--- src/rtl/sipo_deser_pkg.sv ---
// -----------------------------------------------------------------------------
// sipo_deser_pkg
// Shared constants for the serial-in / parallel-out deserializer.
//   ST_FILL     : still collecting bits of the current word (includes cnt == 0)
//   ST_COMPLETE : the edge that samples the last bit of a word
// The control FSM is implicit (derived from the bit counter), so these encode
// the decoded state rather than a stored state register.
// -----------------------------------------------------------------------------
package sipo_deser_pkg;

    localparam logic [0:0] ST_FILL     = 1'b0;
    localparam logic [0:0] ST_COMPLETE = 1'b1;

endpackage : sipo_deser_pkg

--- src/rtl/sipo_deser_shift_core.sv ---
// -----------------------------------------------------------------------------
// sipo_deser_shift_core
// Shift register plus bit counter. Rebuilds an LSB-first word and flags the
// cycle on which the final bit of a word is being sampled.
// Ports:
//   clk        in   rising-edge clock
//   reset_n    in   asynchronous active-low reset
//   sin        in   serial data bit
//   sin_en     in   sample sin on this edge
//   clr        in   synchronous abort of the partial word (beats sin_en)
//   word_done  out  combinational: a word completes on this edge
//   word       out  combinational: the completed word {sin, sh[N-1:1]}
//   cnt        out  registered count of bits received in the current word
// -----------------------------------------------------------------------------
module sipo_deser_shift_core
    import sipo_deser_pkg::*;
#(
    parameter int N  = 4,
    parameter int CW = $clog2(N)
) (
    input  logic          clk,
    input  logic          reset_n,
    input  logic          sin,
    input  logic          sin_en,
    input  logic          clr,
    output logic          word_done,
    output logic [N-1:0]  word,
    output logic [CW-1:0] cnt
);

    // Only the upper N-1 bits of the conceptual shift register ever reach the
    // output (bit 0 is shifted out as the new bit arrives), so just those are
    // stored: r_sh holds sh[N-1:1].
    logic [N-2:0]  r_sh;
    logic [CW-1:0] r_cnt;
    logic [0:0]    w_state;
    logic [N-1:0]  w_word;

    assign w_word = {sin, r_sh};

    // Decode the implicit FSM state from the counter and the sample enable.
    always_comb begin
        w_state = ST_FILL;
        if (!clr && sin_en && (r_cnt == CW'(N - 1))) begin
            w_state = ST_COMPLETE;
        end else begin
            w_state = ST_FILL;
        end
    end

    assign word_done = (w_state == ST_COMPLETE);
    assign word      = w_word;
    assign cnt       = r_cnt;

    // Shift register and bit counter; clr beats sin_en and discards the partial word.
    always_ff @(posedge clk or negedge reset_n) begin
        if (!reset_n) begin
            r_sh  <= '0;
            r_cnt <= '0;
        end else if (clr) begin
            r_sh  <= '0;
            r_cnt <= '0;
        end else if (sin_en) begin
            // New bit enters at the MSB; the top N-1 bits of the shifted value are kept.
            r_sh  <= w_word[N-1:1];
            r_cnt <= word_done ? '0 : (r_cnt + CW'(1));
        end else begin
            r_sh  <= r_sh;
            r_cnt <= r_cnt;
        end
    end

endmodule : sipo_deser_shift_core

--- src/rtl/sipo_deser.sv ---
// -----------------------------------------------------------------------------
// sipo_deser
// Serial-in, parallel-out deserializer with valid/ready output and sticky
// overrun detection. Bit 0 of dout is the first bit received.
// Ports:
//   clk         in   rising-edge clock
//   reset_n     in   asynchronous active-low reset
//   sin         in   serial data bit
//   sin_en      in   sin is valid this cycle
//   clr         in   synchronous abort: drop partial word, clear overrun
//   dout        out  assembled word (registered)
//   dout_valid  out  dout holds an unconsumed word (registered)
//   dout_ready  in   consumer takes dout when dout_valid is high
//   bit_cnt     out  bits received of the current partial word (registered)
//   overrun     out  sticky: a completed word was dropped (registered)
// -----------------------------------------------------------------------------
module sipo_deser
    import sipo_deser_pkg::*;
#(
    parameter int N = 4
) (
    input  logic                 clk,
    input  logic                 reset_n,
    input  logic                 sin,
    input  logic                 sin_en,
    input  logic                 clr,
    output logic [N-1:0]         dout,
    output logic                 dout_valid,
    input  logic                 dout_ready,
    output logic [$clog2(N)-1:0] bit_cnt,
    output logic                 overrun
);

    localparam int CW = $clog2(N);

    logic          w_word_done;
    logic [N-1:0]  w_word;
    logic [CW-1:0] w_cnt;

    logic [N-1:0]  r_dout;
    logic          r_dout_valid;
    logic          r_overrun;

    sipo_deser_shift_core #(
        .N  (N),
        .CW (CW)
    ) u_core (
        .clk       (clk),
        .reset_n   (reset_n),
        .sin       (sin),
        .sin_en    (sin_en),
        .clr       (clr),
        .word_done (w_word_done),
        .word      (w_word),
        .cnt       (w_cnt)
    );

    // Output holding register: load on completion when the slot is free or
    // being drained this cycle, otherwise retire the held word on acceptance.
    // clr does not touch this register, so a held word survives an abort.
    always_ff @(posedge clk or negedge reset_n) begin
        if (!reset_n) begin
            r_dout       <= '0;
            r_dout_valid <= 1'b0;
        end else if (w_word_done && (!r_dout_valid || dout_ready)) begin
            r_dout       <= w_word;
            r_dout_valid <= 1'b1;
        end else if (r_dout_valid && dout_ready && !w_word_done) begin
            r_dout       <= r_dout;
            r_dout_valid <= 1'b0;
        end else begin
            r_dout       <= r_dout;
            r_dout_valid <= r_dout_valid;
        end
    end

    // Sticky overrun: set when a completed word finds the slot full and not
    // draining; only clr or reset clear it.
    always_ff @(posedge clk or negedge reset_n) begin
        if (!reset_n) begin
            r_overrun <= 1'b0;
        end else if (clr) begin
            r_overrun <= 1'b0;
        end else if (w_word_done && r_dout_valid && !dout_ready) begin
            r_overrun <= 1'b1;
        end else begin
            r_overrun <= r_overrun;
        end
    end

    assign dout       = r_dout;
    assign dout_valid = r_dout_valid;
    assign overrun    = r_overrun;
    assign bit_cnt    = w_cnt;

endmodule : sipo_deser

--- config.mk ---
export PLATFORM = sky130hd
export DESIGN_NAME = sipo_deser
export DESIGN_NICKNAME = d
export VERILOG_FILES = /design/src/rtl/sipo_deser_pkg.sv /design/src/rtl/sipo_deser_shift_core.sv /design/src/rtl/sipo_deser.sv
export SDC_FILE = /design/constraint.sdc
export NUM_CORES = 1
export LEC_CHECK = 0
export ABC_AREA = 1
export CAP_MARGIN = 20
export CORE_AREA = 8 8 45 47
export CTS_BUF_LIST = sky130_fd_sc_hd__clkbuf_8
export CTS_CLUSTER_DIAMETER = 120
export DETAILED_ROUTE_END_ITERATION = 16
export DIE_AREA = 0 0 53 55
export PLACE_DENSITY = 0.61
export SLEW_MARGIN = 40
export SYNTH_ARGS = -nofsm -noshare
export SYNTH_HDL_FRONTEND = slang
export SYNTH_SLANG_ARGS = --single-unit
--- constraint.sdc ---
create_clock -name clk -period 1.35 [get_ports clk]
set_input_delay 0.405 -clock clk [delete_from_list [all_inputs] [get_ports clk]]
set_output_delay 0.405 -clock clk [all_outputs]
set_load 0.01 [all_outputs]
==> results.toml <==
[routing]
routedWlPerCell_um = 10.7
postRouteAntennaNets = 0
drt-initial-drc-count = 4
drt_wl_total_um = 952
drtPass1Iterations = 2
vias = 404
viasPerCell = 4.54
drc_errors = 0

[synthesis]
async_flop_share_pct = 100
yosysWarnings = 0
synth_edf_count = 0
avgSynthCellArea_um2 = 9.73
synth-seq-cells = 11
synth.distinct_cells = 14
yosys.area.top_type_share_pct = 56.6
synthTopCellsByCount = "nand2_1 (18), dfrtp_1 (11), inv_1 (4), nand4_1 (4), nand3_1 (3)"
seq_area_frac_synth_pct = 56.6
synth_nets = 57
synth_most_common_cell = "nand2_1"
synthFlopType = "dfrtp_1"
synth_area_um2 = 487
ys_top_cells_by_area = "dfrtp_1 (57%), nand2_1 (14%), nand4_1 (5.1%)"
yosys.area.top_type = "dfrtp_1"
postSynthCellCount = 50

[clocking]
cts_buffers = 3
hold_buffers = 0
cts_buffer_depth = 2
clkSlewWorstSetupHoldPaths_ns = 0.05
cts_tree = "yes"
cts_root_buffer = "clkbuf_8"
cts.sinks = 11
ctsHtreeMaxLevel = 1
clk_latency_ns = 0.23

[grt]
overflow = 0
track_usage_pct = 8.10
grt_max_degree = 12
grt_pass1_vias = 400
grt_pass1_wl_mm = 1.70
antenna_found_initial = 0

[setup_path]
cp_max_fo = 2
max_stage_delay_ns = 0.37
slowest_stage = "dfrtp_1"
cp_data_required_time_ns = 0.95
cp_cell_sequence = "dlygate4sd2_1"
crit_family = "flip-flops"
critPathLaunchType = "register"
criticalPathCategory = "reg2out"
crit_path_end_kind = "primary output"
path_buf_inv = 1
cp.arrival_ns = 0.89

[die]
start_util_pct = 35.2
rows = 14
core_um2 = 1380
die_w_um = 53
fp.dieArea_um2 = 2920
die_h_um = 55
pin_count = 14

[power_and_ir_drop]
power.density_nw_per_um2 = 1070
peakVddDrop_mv = 0.799
p_total_uw = 770
p_leak_uw = 0.000403

[timing]
whs_ns = 0.463
finalHoldViolations = 0
max_freq_ghz = 0.774
max_slew.worst_pin.slew_ns = 0.319
slew_viol_final = 0
finalSetupViolCount = 0
layout_min_cycle_time_ns = 1.29
skew_ns = 0.000799
rsz0062_at_grt = "no"
maxSlewHeadroom_pct = 78.7
finalCritPeriodShare_pct = 95.7
fin_ws_ns = 0.0587

[final_layout]
stdcell_area_um2 = 717
layout.area.seq_um2 = 275
multi_input_area_um2 = 193
areaGrowthSynthToFinish_pct = 47.3
fill_cells = 134
layout-drive-gt1-share_pct = 19.2
final_nets = 81
n_antenna_cell = 0

[placed_design]
port_buffers = 13
gp_congestion = 0.734
post-place-ws_ns = -0.127
hpwl_um = 801
placedInstanceArea_um2 = 674

[job]
drv_cap = 0

[run_status]
status = "completed"

[hold_path]
min_path_type = "in2async"
==> final timing paths <==
path	from	endpoint	slack (ns)	depth (start not counted)
max in group asynchronous	reset_n	dout_valid	0.74	2
max reg2reg	u_core.cnt[0]	dout[1]	0.21	5
min reg2reg	dout[2]	dout[2]	0.46	2
min	reset_n	u_core.cnt[0]	0.46	2
min in group clk	dout[2]	dout[2]	0.46	2
max	overrun	overrun	0.06	1
==> routing by layer <==
layer / wire, um / share of wire, % / vias up / track usage [%]
met4: 25 / 2.6 / 0 / 6.47
met3: 70 / 7.4 / 2 / 2.67
met5: 0 / 0 / - / 0
met2: 419 / 44 / 11 / 11.5
li1: - / - / 215 / -
met1: 438 / 46 / 176 / 9.80
==> placed cells by master (no fill, tap or decap), drive strengths merged <==
cell type      Yosys  layout
nor2               2       2
inv                5       6
nand2             19      19
o21ai              3       3
clkdlybuf4s50      0       5
ha                 1       1
o22ai              1       1
dlygate4sd2        0       8
dfrtp             11      11
nand4              4       4
nand3              4       4
buf                0       6
clkbuf             0       3
==> worst register-to-register path: cells and delay by family (launching register included) <==
family / cells / cell delay [ns]
adders and majority gates: 1 / 0.34
DFF: 1 / 0.33
buffers and inverters: 1 / 0.12
and+or+nand+nor: 3 / 0.24
==> through the flow <==
step                      instances  util, %  setup TNS (ns)
after global placement           84     48.7          -0.862
final                            89     51.8               0
after floorplan                  50        -               0
after detailed placement         84     48.7           -1.09
after CTS                        88     51.3               0
after global routing             89     51.8               0
==> where the power goes <==
group / internal, uW / switching [uW]
clock network: 199 / 114
registers: 347 / 7.40
logic: 50.7 / 52.1
total: 596 / 174
==> final cells by class <==
type,instances,share of cell area (%)
repair buffers,19,23.0
clock buffers,3,5.76
multi-input cells,34,26.9
flip-flops and latches,11,38.4
inverters,5,2.62
clock inverters,1,0.524
well taps,16,2.79
==> cells by family after synthesis <==
logic type	share of synthesized area [%]
AND/OR/NAND/NOR	31.9
flip-flops	56.6
buffers and inverters	3.85
AO/OA/AOI/OAI	5.14
adder cells (fa/ha/maj)	2.57
==> sequential cells by signal, indices dropped and copies added, names as in the netlist <==
register / cells
u_core.r_sh: 3
dout_valid: 1
dout: 4
u_core.cnt: 2
overrun: 1
==> timing repair <==
| action | CTS | global route |
|---|---|---|
| gates cloned | 0 | 0 |
| resized for setup | 8 | 0 |
| endpoints found under the setup margin | 8 | 1 |
| setup buffers | 0 | 1 |
| endpoints found under the hold margin | 0 | 0 |
(Power assumes the default switching activity.)
